===== config.mk =====
export PLATFORM = sky130hd
export DESIGN_NAME = ysyx_24100027_pcunit
export DESIGN_NICKNAME = d
export VERILOG_FILES = /design/src/rtl/ysyx_24100027_pcunit.sv
export SDC_FILE = /design/constraint.sdc
export NUM_CORES = 1
export LEC_CHECK = 0
export ABC_CLOCK_PERIOD_IN_PS = 2950
export CAP_MARGIN = 0
export CORE_ASPECT_RATIO = 0.5
export CORE_UTILIZATION = 42
export CTS_BUF_LIST = sky130_fd_sc_hd__clkbuf_4
export DETAILED_ROUTE_END_ITERATION = 8
export PLACE_DENSITY = 0.78
export SLEW_MARGIN = 40
export SYNTH_ARGS = -nofsm -noshare
export SYNTH_HDL_FRONTEND = slang
export SYNTH_SLANG_ARGS = --single-unit

===== constraint.sdc =====
create_clock -name clk -period 2.95 [get_ports clk]
set_input_delay 0.4425 -clock clk [delete_from_list [all_inputs] [get_ports clk]]
set_output_delay 0.4425 -clock clk [all_outputs]
set_load 0.02 [all_outputs]

===== src/rtl/ysyx_24100027_pcunit.sv =====
// Program-counter unit: holds the PC, issues fetch requests and computes the next PC on commit.
// Optional misaligned-target trap into HALT is enabled by defining YSYX_24100027_PCU_ALIGN_CHK_EN.
module ysyx_24100027_pcunit #(
   parameter logic [31:0] RESET_PC = 32'h8000_0000
) (
   input  logic        clk,
   input  logic        rst,
   input  logic        PCActr,
   input  logic        PCBctr,
   input  logic [31:0] imm,
   input  logic [31:0] rs1,
   input  logic        commit_valid,
   input  logic        trap_valid,
   input  logic [31:0] trap_pc,
   input  logic        fetch_ready,
   output logic        fetch_valid,
   output logic [31:0] fetch_pc,
   output logic [31:0] pc,
   output logic [31:0] snpc,
   output logic [63:0] retire_cnt,
`ifdef YSYX_24100027_PCU_ALIGN_CHK_EN
   output logic        misalign,
`endif
   output logic [1:0]  dbg_state
);

   // Handshake: a fetch transfers on a cycle where fetch_valid and fetch_ready are both high;
   // fetch_valid stays high and fetch_pc stays stable until that cycle.
   typedef enum logic [1:0] {
      FETCH = 2'd0,
      WAIT  = 2'd1
`ifdef YSYX_24100027_PCU_ALIGN_CHK_EN
      ,HALT = 2'd2
`endif
   } state_e;

   state_e      state_q, state_d;
   logic [31:0] pc_q, pc_d;
   logic [63:0] cnt_q, cnt_d;
   logic        fetch_valid_q, fetch_valid_d;
   logic [31:0] op_a, op_b, sum, dnpc;
`ifdef YSYX_24100027_PCU_ALIGN_CHK_EN
   logic        misalign_q, misalign_d;
`endif

   // jalr targets have bit 0 cleared; other paths keep the raw sum.
   always_comb begin
      op_a = PCActr ? imm : 32'd4;
      op_b = PCBctr ? rs1 : pc_q;
      sum  = op_a + op_b;
      dnpc = {sum[31:1], sum[0] & ~PCBctr};
   end

   always_comb begin
      state_d = state_q;
      pc_d    = pc_q;
      cnt_d   = cnt_q;
`ifdef YSYX_24100027_PCU_ALIGN_CHK_EN
      misalign_d = misalign_q;
`endif
      case (state_q)
         FETCH: begin
            if (fetch_valid_q && fetch_ready) state_d = WAIT;
         end
         WAIT: begin
            if (trap_valid) begin
               pc_d    = trap_pc;
               state_d = FETCH;
            end else if (commit_valid) begin
`ifdef YSYX_24100027_PCU_ALIGN_CHK_EN
               if (dnpc[1:0] != 2'b00) begin
                  state_d    = HALT;
                  misalign_d = 1'b1;
               end else
`endif
               begin
                  pc_d    = dnpc;
                  cnt_d   = cnt_q + 64'd1;
                  state_d = FETCH;
               end
            end
         end
`ifdef YSYX_24100027_PCU_ALIGN_CHK_EN
         HALT: state_d = HALT;
`endif
         default: state_d = FETCH;
      endcase
      fetch_valid_d = (state_d == FETCH);
   end

   always_ff @(posedge clk or posedge rst) begin
      if (rst) begin
         state_q       <= FETCH;
         pc_q          <= RESET_PC;
         cnt_q         <= 64'd0;
         fetch_valid_q <= 1'b1;
`ifdef YSYX_24100027_PCU_ALIGN_CHK_EN
         misalign_q    <= 1'b0;
`endif
      end else begin
         state_q       <= state_d;
         pc_q          <= pc_d;
         cnt_q         <= cnt_d;
         fetch_valid_q <= fetch_valid_d;
`ifdef YSYX_24100027_PCU_ALIGN_CHK_EN
         misalign_q    <= misalign_d;
`endif
      end
   end

   assign fetch_valid = fetch_valid_q;
   assign pc          = pc_q;
   assign fetch_pc    = pc_q;
   assign snpc        = pc_q + 32'd4;
   assign retire_cnt  = cnt_q;
   assign dbg_state   = state_q;
`ifdef YSYX_24100027_PCU_ALIGN_CHK_EN
   assign misalign    = misalign_q;
`endif

endmodule


Word-level counts from Yosys, hierarchy flattened --
Cells that the tools add are included.
Word-level totals: flip-flop bits (word level) 99, word-level logic and storage cells 25, output and inout port bits 163
Operators by class: reductions and logical operators 6, bitwise logic cells 3, multiplexer cells 8, equal/unequal tests 1, $add $sub $neg 3
Operators with widths (count):
- $mux 32 | 4
- $add 64x1->64 const B | 1
- $add 32x3->32 const B | 1
- $add 32x32->32 | 1
- $mux 2 | 3
- $logic_not 2->1 | 2
- $pmux 2 s2 | 1
- $reduce_and 3->1 | 1
- $eq 2x1->1 const B | 1
- $not 1->1 | 2
- $reduce_and 2->1 | 1
- $reduce_bool 2->1 | 1
- $and 1x1->1 | 1
- $logic_and 1x1->1 | 1

Depth between registers and ports, before layout --
Gate-level depths: netlist of run 1.
depth in word-level cells 5, mapped depth 13

Worst setup path before layout of run 1 --
OpenSTA, ideal clock, no wires.
kind input port to flip-flop, start point in PCBctr, end point reg pc_q[28] (netlist: fetch_pc[28]), arrival time 3.343 ns, library setup time 0.133 ns, cell stages on the path 13, path slack -0.526 ns, cells stage by stage clkbuf_1 > clkbuf_1 > mux2_2 > ha_1 > buf_2 > and3_1 > nor2b_1 > a31oi_1 > o21a_1 > o41a_1 > o21ai_1 > a31o_2 > nand3_1
Between the ends: cells in the longest elaborated chain, start to end 4
RTL lines:
- start, declared | line 9 | input logic PCBctr,
- $mux 32 | line 49 | op_b = PCBctr ? rs1 : pc_q;
- $add 32x32->32 | line 50 | sum = op_a + op_b;
- $mux 32 | line 69 | end else if (commit_valid) begin
- $mux 32 | line 66 | if (trap_valid) begin
- end signal, assigned | line 102 | pc_q <= pc_d;
- end, declared | line 38 | logic [31:0] pc_q, pc_d;
Every way passes these cells. The select of a mux whose other input is x is not followed. A chain may end at the register's enable or synchronous reset.

Worst setup path in the final report of run 1 --
start point reg pc_q[9] (netlist: fetch_pc[9]), end point out snpc[29]
Between the ends: cells in the longest elaborated chain, start to end 1
RTL lines:
- $add 32x3->32 | line 114 | assign snpc = pc_q + 32'd4;
- end, declared | line 19 | output logic [31:0] snpc,
Every way passes these cells.

==> flow_summary.ini, run 1 <==
[status]
status = completed

[floorplan]
io_pins = 266
dieArea_sq_um = 17720
coreArea_sq_um = 16560
fp-row-count = 33
die_w_um = 187.3
die_y_um = 94.63
initial_core_util = 0.4353

[cells_and_area]
drive_gt1_frac = 0.1989
fin_area_sq_um = 11010
area_growth_pct = 52.83
nNetsFinal = 1273
final_core_util = 0.6652
finish.cell_count_without_fillers = 1369
num-fill-cells = 1330

[grt]
grt.overflow.total = 0
grt_pass1_wl_um = 37400
antenna_found_initial = 1
grt_max_degree = 81
grt_pass1_vias = 7241
grt_usage = 0.2663

[power_and_ir_drop]
powerDensity_nw_per_um2 = 555.9
power_leakage_nw = 4.877
ir_drop_mv = 0.2802

[drt]
drtPass1Iterations = 7
drt-vias-per-instance = 5.275
drc = 0
drt_iter0_drc = 400
ant_nets = 0
routed_wl_um = 23970
wl_per_cell_um = 17.51
vias = 7221

[timing]
max_slew_margin = 0.6482
hold_violations = 0
grt_setup_unrepaired = true
skew_ns = 0.02701
fmax_mhz = 343.8
fin_crit_ns = 2.908
setup_viol = 0
tightest_slew_ns = 0.5265
post-route-period-util = 0.9859
tns_ns = 0
layout_setup_ws_ns = 0.04169
drv_slew = 0

[synthesis]
synth-seq-cells = 99
synth_largest_area_cell = dfrtp_1
synthTopCellsByCount = dfrtp_1, xnor2_1, nand2_1, a21oi_1, nor2_1
synth_cell_types = 60
synth_most_common_cell = dfrtp_1
syn_area_sq_um = 7207
yosys.area.top_type_share = 0.3368
yosysSeqAreaShare = 0.3441
async_flop_share = 1.000
synthesis.nets = 950
syn_inst = 813
synth_edf_count = 0
synth.avg_cell_area_sq_um = 8.865
yosysWarnings = 0
ys.flop_type = dfrtp_1
netlist_top_cells_area = dfrtp_1, xnor2_1, ha_1

[placed_design]
place_inst = 1346
numPortBuffers = 265
dp_hpwl_um = 18480
dp_slack_ns = -0.4496
place_congestion = 0.9114
dpl_cell_area_sq_um = 10600

[critical_path]
crit_fanout = 6
ff2ff_setup_slack_ns = 0.07
r2r-end = fetch_pc[28]$_DFFE_PP0P_
end_kind = primary output
required_ns = 2.51
setup.worst_path.start_class = flop
worstReg2RegStart = fetch_pc[10]$_DFFE_PP0P_
cp.arrival_ns = 2.47
worstRegToRegCells = 12
worstSetupPathType = flop to primary output

[clock_tree]
clk_pin_slew_ns = 0.19
htreeDepth = 3
cts_tree = done
clock_sinks = 99
cts_buffers = 9
clock_latency_ns = 0.48
hold_buffers = 0
cts_root_buffer = clkbuf_4
cts_buffer_depth = 2

[job]
max_cap_viol_count = 0

[min_path]
hp-class = input port to asynchronous set/reset pin
==> kinds of logic after synthesis <==
group / after synthesis / synth area share
AOI/OAI and AO/OA: 155 / 0.1300
xor gates and xnor gates: 117 / 0.1422
adders and majority gates: 34 / 0.06007
buffers and inverters: 76 / 0.05746
DFF: 99 / 0.3441
muxes: 33 / 0.05087
other: 1 / 0.0005203
and+or+nand+nor: 298 / 0.2148
==> repair_timing <==
| item | 4_1_cts | 5_1_grt |
|---|---|---|
| pin swaps | 3 | 21 |
| buffers inserted | 1 | 5 |
| resized for setup | 75 | 52 |
| setup endpoints to repair | 22 | 29 |
==> flip-flops by register name, indices dropped and copies added (netlist names) <==
signal,cells
retire_cnt,64
fetch_pc,32
dbg_state,2
fetch_valid,1
==> final cells by class <==
class	count	area [sq um]	area share
Antenna cell	1	2.502	0.0002272
Multi-Input combinational cell	638	4569	0.4149
Sequential cell	99	2481	0.2253
Clock buffer	9	67.56	0.006134
Inverter	13	52.55	0.004771
Clock inverter	7	91.34	0.008293
Tap cell	227	284.0	0.02579
Timing Repair Buffer	375	3466	0.3147
==> worst max path at each step <==
stage                              from                  endpoint  slack [ns]
3_5_place_dp                     rs1[0]  fetch_pc[24]$_DFFE_PP0P_       -0.45
2_1_floorplan                    PCBctr  fetch_pc[24]$_DFFE_PP0P_       0.009
5_1_grt         fetch_pc[9]$_DFFE_PP0P_                  snpc[29]       -0.09
6_report        fetch_pc[9]$_DFFE_PP0P_                  snpc[29]        0.04
4_1_cts        fetch_pc[10]$_DFFE_PP0P_                  snpc[29]        0.01
3_3_place_gp                     rs1[0]  fetch_pc[24]$_DFFE_PP0P_       -0.39
==> stage by stage <==
| stage | total power, mW | hold slack, ns |
|---|---|---|
| global placement | 5.182 | 0.4638 |
| CTS | 6.013 | 0.3174 |
| global route | 6.459 | 0.3221 |
| floorplan | 3.680 | 0.5598 |
| detailed placement | 5.228 | 0.4713 |
| finish | 6.123 | 0.3100 |
==> critical path: stages (launching register included) <==
cell and delay (ns):
dfrtp_2 0.46, nand4_1 0.27, buf_4 0.24, nor3_2 0.18, buf_4 0.14, and3_4 0.22
nand4_1 0.13, xnor2_1 0.18, buf_4 0.16
==> metal layers <==
metal  global-route usage  routed length (um)
met4              0.08470                 566
met5                    0                   0
met2               0.4650               11930
met1               0.3444               10600
met3              0.03753                 875
==> power by group <==
group          leakage, nW  switching, mW  internal, mW
Sequential            1.30          0.268          1.52
Combinational         3.49           1.77          1.73
Clock               0.0822          0.550         0.280
==> cell usage in the layout (no fill, tap or decap), drive strengths merged, types with 4 or more instances in the layout <==
master	count
clkdlybuf4s50	241
buf	123
dfrtp	97
xnor2	82
nand2	78
nor2	55
a21oi	53
nand3	41
o21ai	40
xor2	35
ha	33
and2	32
mux2	29
nand4	28
and3	26
a21o	20
inv	16
clkbuf	10
nor3	10
and4	8
a31oi	7
o22ai	6
nand2b	4
mux2i	4
o21a	4
dlygate4sd2	4
dlymetal6s2s	4
nor2b	4
a211oi	4
No activity file was read; power rests on OpenSTA's default activity.
==> inputs of run 2 (changes only) <==
Settings changed: HOLD_SLACK_MARGIN set to 0.05.
==> results of run 2 <==
The final DEF is identical to that of run 1; final timing and power are the same.
